$ cat config.mk
export PLATFORM = sky130hd
export DESIGN_NAME = fm_op_sequencer_flat
export DESIGN_NICKNAME = d
export VERILOG_FILES = /design/src/rtl/fm_op_sequencer_if.sv /design/src/rtl/fm_op_sequencer.sv /design/src/flat_wrapper.sv
export SDC_FILE = /design/constraint.sdc
export NUM_CORES = 1
export LEC_CHECK = 0
export CORE_MARGIN = 10
export CORE_UTILIZATION = 40
export DETAILED_ROUTE_END_ITERATION = 16
export DONT_BUFFER_PORTS = 1
export HOLD_SLACK_MARGIN = 0.12
export PLACE_DENSITY = 0.53
export SYNTH_ARGS = -nofsm -noshare
export SYNTH_HDL_FRONTEND = slang
export SYNTH_SLANG_ARGS = --single-unit
$ cat constraint.sdc
create_clock -name clk -period 3.8 [get_ports clk]
set_input_delay 0.57 -clock clk [delete_from_list [all_inputs] [get_ports clk]]
set_output_delay 0.57 -clock clk [all_outputs]
set_load 0.01 [all_outputs]
$ cat src/rtl/fm_op_sequencer_if.sv
// Handshake bundle between the FM operator sequencer and the shared operator datapath.
interface fm_op_sequencer_if #(
    parameter int unsigned NUM_OPS = 36,
    parameter int unsigned OP_W    = 6
);
    logic               sample_tick;
    logic [NUM_OPS-1:0] key_on;
    logic [OP_W-1:0]    op_sel;
    logic [3:0]         stage;
    logic               next;
    logic               restart;
    logic               busy;
    logic               sample_done;
    logic               overrun;

    modport master (
        input  sample_tick, key_on,
        output op_sel, stage, next, restart, busy, sample_done, overrun
    );

    modport slave (
        output sample_tick, key_on,
        input  op_sel, stage, next, restart, busy, sample_done, overrun
    );
endinterface

$ cat src/rtl/fm_op_sequencer.sv
// Sweeps the shared FM operator datapath across all operators once per sample tick,
// one fixed-length slot per operator, turning key-on levels into one-slot restart requests.
module fm_op_sequencer #(
    parameter int unsigned NUM_OPS     = 36,
    parameter int unsigned SLOT_CYCLES = 4,
    parameter int unsigned OP_W        = 6
) (
    input  logic                clk,
    input  logic                reset,
    fm_op_sequencer_if.master   bus
);
    typedef enum logic [0:0] {StIdle, StRun} state_e;

    localparam logic [OP_W-1:0] LastOp    = OP_W'(NUM_OPS - 1);
    localparam logic [3:0]      LastStage = 4'(SLOT_CYCLES - 1);

    state_e             state_q, state_d;
    logic [OP_W-1:0]    op_sel_q, op_sel_d;
    logic [3:0]         stage_q, stage_d;
    logic               next_q, next_d;
    logic               restart_q, restart_d;
    logic               busy_q, busy_d;
    logic               sample_done_q, sample_done_d;
    logic               overrun_q, overrun_d;
    logic               pending_q, pending_d;
    logic               key_snap_q, key_snap_d;
    logic [NUM_OPS-1:0] prev_key_q, prev_key_d;

    logic               enter;
    logic               final_next;
    logic [OP_W-1:0]    ent_op;

    always_comb begin
        state_d       = state_q;
        op_sel_d      = op_sel_q;
        stage_d       = stage_q;
        restart_d     = restart_q;
        busy_d        = busy_q;
        pending_d     = pending_q;
        key_snap_d    = key_snap_q;
        prev_key_d    = prev_key_q;
        sample_done_d = 1'b0;
        overrun_d     = 1'b0;
        enter         = 1'b0;
        ent_op        = '0;
        final_next    = next_q && (op_sel_q == LastOp);

        unique case (state_q)
            StIdle: begin
                op_sel_d  = '0;
                stage_d   = '0;
                restart_d = 1'b0;
                busy_d    = 1'b0;
                if (bus.sample_tick || pending_q) begin
                    state_d   = StRun;
                    busy_d    = 1'b1;
                    pending_d = 1'b0;
                    enter     = 1'b1;
                end
            end
            StRun: begin
                if (bus.sample_tick && !final_next) begin
                    if (pending_q) overrun_d = 1'b1;
                    else           pending_d = 1'b1;
                end
                if (next_q) begin
                    // Commit the level that produced this slot's restart decision.
                    prev_key_d[op_sel_q] = key_snap_q;
                    stage_d              = '0;
                    if (final_next) begin
                        sample_done_d = 1'b1;
                        op_sel_d      = '0;
                        if (pending_q || bus.sample_tick) begin
                            // A tick landing alongside a pending one stays queued.
                            pending_d = pending_q && bus.sample_tick;
                            enter     = 1'b1;
                        end else begin
                            state_d   = StIdle;
                            busy_d    = 1'b0;
                            restart_d = 1'b0;
                        end
                    end else begin
                        op_sel_d = op_sel_q + 1'b1;
                        ent_op   = op_sel_q + 1'b1;
                        enter    = 1'b1;
                    end
                end else begin
                    stage_d = stage_q + 1'b1;
                end
            end
            default: state_d = StIdle;
        endcase

        if (enter) begin
            restart_d  = bus.key_on[ent_op] & ~prev_key_q[ent_op];
            key_snap_d = bus.key_on[ent_op];
        end

        next_d = (state_d == StRun) && (stage_d == LastStage);
    end

    always_ff @(posedge clk or posedge reset) begin
        if (reset) begin
            state_q       <= StIdle;
            op_sel_q      <= '0;
            stage_q       <= '0;
            next_q        <= 1'b0;
            restart_q     <= 1'b0;
            busy_q        <= 1'b0;
            sample_done_q <= 1'b0;
            overrun_q     <= 1'b0;
            pending_q     <= 1'b0;
            key_snap_q    <= 1'b0;
            prev_key_q    <= '0;
        end else begin
            state_q       <= state_d;
            op_sel_q      <= op_sel_d;
            stage_q       <= stage_d;
            next_q        <= next_d;
            restart_q     <= restart_d;
            busy_q        <= busy_d;
            sample_done_q <= sample_done_d;
            overrun_q     <= overrun_d;
            pending_q     <= pending_d;
            key_snap_q    <= key_snap_d;
            prev_key_q    <= prev_key_d;
        end
    end

    assign bus.op_sel      = op_sel_q;
    assign bus.stage       = stage_q;
    assign bus.next        = next_q;
    assign bus.restart     = restart_q;
    assign bus.busy        = busy_q;
    assign bus.sample_done = sample_done_q;
    assign bus.overrun     = overrun_q;
endmodule
$ cat src/flat_wrapper.sv
// flat-port wrapper written by rule: the top's interface ports become plain ports
module fm_op_sequencer_flat 
#(
    parameter int unsigned NUM_OPS     = 36,
    parameter int unsigned SLOT_CYCLES = 4,
    parameter int unsigned OP_W        = 6
)
  (clk, reset, bus_sample_tick, bus_key_on, bus_op_sel, bus_stage, bus_next, bus_restart, bus_busy, bus_sample_done, bus_overrun);
  fm_op_sequencer_if #(.NUM_OPS(NUM_OPS), .OP_W(OP_W)) bus_i ();
  input  logic clk;
  input  logic reset;
  input wire logic [$bits(bus_i.sample_tick)-1:0] bus_sample_tick;
  input wire logic [$bits(bus_i.key_on)-1:0] bus_key_on;
  output wire logic [$bits(bus_i.op_sel)-1:0] bus_op_sel;
  output wire logic [$bits(bus_i.stage)-1:0] bus_stage;
  output wire logic [$bits(bus_i.next)-1:0] bus_next;
  output wire logic [$bits(bus_i.restart)-1:0] bus_restart;
  output wire logic [$bits(bus_i.busy)-1:0] bus_busy;
  output wire logic [$bits(bus_i.sample_done)-1:0] bus_sample_done;
  output wire logic [$bits(bus_i.overrun)-1:0] bus_overrun;
  assign bus_i.sample_tick = bus_sample_tick;
  assign bus_i.key_on = bus_key_on;
  assign bus_op_sel = bus_i.op_sel;
  assign bus_stage = bus_i.stage;
  assign bus_next = bus_i.next;
  assign bus_restart = bus_i.restart;
  assign bus_busy = bus_i.busy;
  assign bus_sample_done = bus_i.sample_done;
  assign bus_overrun = bus_i.overrun;
  fm_op_sequencer #(.NUM_OPS(NUM_OPS), .SLOT_CYCLES(SLOT_CYCLES), .OP_W(OP_W)) u_core (.clk(clk), .reset(reset), .bus(bus_i));
endmodule
==> impl_metrics.env <==
export IMPL_fp_coreArea_um2=8220
export IMPL_period_share_pct=78.9
export IMPL_drc_errors=0
export IMPL_holdWs_ps=217
export IMPL_avgRoutedWirePerCell_um=20.2
export IMPL_via_count=2629
export IMPL_synthTopCellsByArea="dfrtp_1, mux2i_1, nand2_1"
export IMPL_grt_max_degree=32
export IMPL_h_tree_depth=2
export IMPL_cts_num_sinks=54
export IMPL_max_freq_mhz=333
export IMPL_ys_flop_type="dfrtp_1"
export IMPL_nets=389
export IMPL_synth_edf_count=0
export IMPL_postPlaceCellArea_um2=3350
export IMPL_critical_path_arrival_ps=3170
export IMPL_worst_pin_slew_ps=775
export IMPL_antenna_cells=0
export IMPL_synth_fa_ha_area_share_pct=0.740
export IMPL_hpwl_mm=6.80
export IMPL_synthSimpleGateAreaFrac_pct=19.9
export IMPL_finalCriticalPeriod_ps=3000
export IMPL_power_frac_seq_pct=60.7
export IMPL_grt_usage_pct=14.4
export IMPL_worst_setup_path_type="flip-flop to flip-flop"
export IMPL_fin_util_pct=41.9
export IMPL_ys_ff_latch=54
export IMPL_p_leak_nw=1.34
export IMPL_viasPerCell=5.79
export IMPL_netlist_area_leader_share_pct=39.9
export IMPL_clock_skew_ps=10.9
export IMPL_setup_viol_count_final=0
export IMPL_drv_slew=0
export IMPL_ir_drop_mv=0.160
export IMPL_power_internal_mw=0.728
export IMPL_grt_pass1_vias=2613
export IMPL_crit_path_cell_trace="ha_1 -> nor2b_1 -> a21oi_2 -> mux2_2 -> o311ai_0 -> nor4_1 -> nor3_1 -> o221ai_1"
export IMPL_cts_root_buffer="clkbuf_8"
export IMPL_synth_compound_area_share_pct=16.2
export IMPL_drv_cap=0
export IMPL_dieWidth_um=112
export IMPL_synth_cell_area_um2=3380
export IMPL_synth_distinct_cells=58
export IMPL_cp_slowest_cell="dfrtp_1"
export IMPL_synth_nets=402
export IMPL_drt_pass1_iterations=4
export IMPL_cts_buffers=5
export IMPL_fin_area_um2=3440
export IMPL_hold_buffers=0
export IMPL_power_share_clock_pct=35.3
export IMPL_drt_iter0_markers=137
export IMPL_antenna_found_initial=0
export IMPL_insertion_delay_ps=320
export IMPL_io_pin_count=54
export IMPL_dp_cells=446
export IMPL_synthCells=361
export IMPL_hp_class="input port to async pin"
export IMPL_powerDensity_nw_per_um2=282
export IMPL_seq_area_frac_synth_pct=39.9
export IMPL_combPwrFrac_pct=4.0
export IMPL_hold_viol=0
export IMPL_cp_required_ps=3970
export IMPL_start_util_pct=41.2
export IMPL_postCtsSetupRepairBufs=0
export IMPL_yosysWarnings=0
export IMPL_synthXorXnorAreaFrac_pct=1.29
export IMPL_cts_resized_gates=0
export IMPL_wl_mm=9.18
export IMPL_dieArea_um2=12500
export IMPL_fin_setup_tns_ps=0
export IMPL_drive_above_1_share_pct=13.8
export IMPL_end_kind="flip-flop"
export IMPL_gp_congestion=0.824
export IMPL_synth_top_family_by_area="simple AND/OR/NAND/NOR gates"
export IMPL_cts_max_path_buffers=2
export IMPL_switching_share_pct=24.8
export IMPL_path_clk_slew_ps=110
export IMPL_synth_area_per_cell_um2=9.37
export IMPL_status="finished, final reports clean"
export IMPL_ant_nets=0
export IMPL_yosys_area_top_type="dfrtp_1"
export IMPL_final_cells=454
export IMPL_critPathMaxStageDelay_ps=550
export IMPL_port_buffers=0
export IMPL_max_slew_margin_rel_pct=48.3
export IMPL_area_delta_synth_final_pct=1.74
export IMPL_async_flop_share_pct=100
export IMPL_overflow=0
export IMPL_muxShareOfSynthArea_pct=14.8
export IMPL_start_kind="flip-flop"
export IMPL_worst_path_max_fanout=12
export IMPL_fp_dieH_um=112
export IMPL_grt_pass1_wl_mm=15.1
export IMPL_rsz0062_at_grt="false"
export IMPL_p_sw_mw=0.241
export IMPL_placementRows=33
export IMPL_cts_tree="yes"
-- path summary, 6_finish.rpt --
| kind | start | end | slack (ps) | cells past startpoint |
|---|---|---|---|---|
| worst max-delay path | u_core.bus.op_sel[1] | u_core.key_snap_q | 800 | 8 |
| max in group asynchronous | reset | u_core.prev_key_q[15] | 2800 | 2 |
| worst min-delay path | reset | u_core.prev_key_q[5] | 220 | 1 |
| worst max register to register | u_core.bus.op_sel[1] | u_core.key_snap_q | 800 | 8 |
| min in group clk | bus_sample_tick | u_core.bus.overrun | 380 | 2 |
| worst min register to register | u_core.prev_key_q[34] | u_core.prev_key_q[34] | 490 | 2 |
-- cell families after synthesis --
family	after synthesis
buffers and inverters	32
AND/OR/NAND/NOR	139
AO/OA/AOI/OAI	81
adder cells (fa/ha/maj)	2
XOR/XNOR	5
multiplexers	48
flip-flops	54
-- synthesized netlist by cell type (2+ instances only) --
master	number
nor3_1	6
clkbuf_1	7
nor2b_1	6
xor2_1	4
and3_1	3
buf_2	7
o21ai_0	31
nor2_1	19
o22ai_1	3
ha_1	2
nand3_1	17
a21oi_1	8
or2b_2	2
a21oi_2	2
clkbuf_8	6
mux2_2	15
nand3b_1	2
buf_4	2
nand4_1	2
buf_6	6
a211oi_1	7
inv_1	4
nand2_1	63
nand2b_1	3
and2_1	4
a2111oi_0	3
dfrtp_1	54
o31ai_1	9
mux2i_1	33
a32o_1	3
-- metal layers --
layer | part of all wire [%] | GRT usage [%]
met1 | 48 | 19.9
met2 | 44 | 22.3
met3 | 6.7 | 3.11
met4 | 1.1 | 3.64
met5 | 0 | 0
-- layout make-up --
cell class                 count  area [um^2]
fill                         837         4770
multi-input combinational    275         1790
sequential                    54         1350
tap                          105          131
clock buffer                   5         68.8
timing repair buffer           8         60.1
clock inverter                 3         25.0
inverter                       4         15.0
-- power by group through the flow --
| stage | Combinational, mW | Clock, mW | Sequential [mW] |
|---|---|---|---|
| after CTS | 0.0397 | 0.355 | 0.588 |
| after global routing | 0.0450 | 0.374 | 0.589 |
| after detailed placement | 0.0396 | 0 | 0.600 |
| after global placement | 0.0396 | 0 | 0.600 |
| final | 0.0383 | 0.343 | 0.588 |
| after floorplan | 0.0306 | 0 | 0.597 |
-- per-stage QoR --
| stage | total power [mW] | setup WS, ps |
|---|---|---|
| detailed placement | 0.639 | 805 |
| CTS | 0.983 | 781 |
| global placement | 0.639 | 896 |
| floorplan | 0.627 | 1410 |
| global route | 1.01 | 568 |
| finish | 0.969 | 801 |
-- flip-flops by register name, summed over array words and instances, names as in the netlist --
register and cells:
u_core.bus.restart 1, u_core.state_q 1, u_core.bus.next 1, u_core.prev_key_q 36
u_core.bus.busy 1, u_core.bus.overrun 1, u_core.key_snap_q 1, u_core.bus.stage 4
u_core.bus.sample_done 1, u_core.pending_q 1, u_core.bus.op_sel 6
-- layout by cell type, fill, tap and decap left out, types with 4 or more instances in the layout --
cell | synthesis | routed
mux2_2 | 15 | 15
o31ai_1 | 9 | 9
o21ai_0 | 31 | 31
mux2i_1 | 33 | 33
nor2_1 | 19 | 19
xor2_1 | 4 | 4
nor3_1 | 6 | 6
a211oi_1 | 7 | 7
clkbuf_8 | 6 | 5
buf_4 | 2 | 8
nand2_1 | 63 | 63
nor2b_1 | 6 | 6
a21oi_1 | 8 | 8
dfrtp_1 | 54 | 54
nand3_1 | 17 | 17
and2_1 | 4 | 4
-- critical path, delay by kind of cell (launching register included) --
family	cells	cell delay, ps
and+or+nand+nor	3	610
AOI/OAI and AO/OA	3	930
muxes	1	390
adders and majority gates	1	390
DFF	1	550
(Power assumes the default switching activity.)
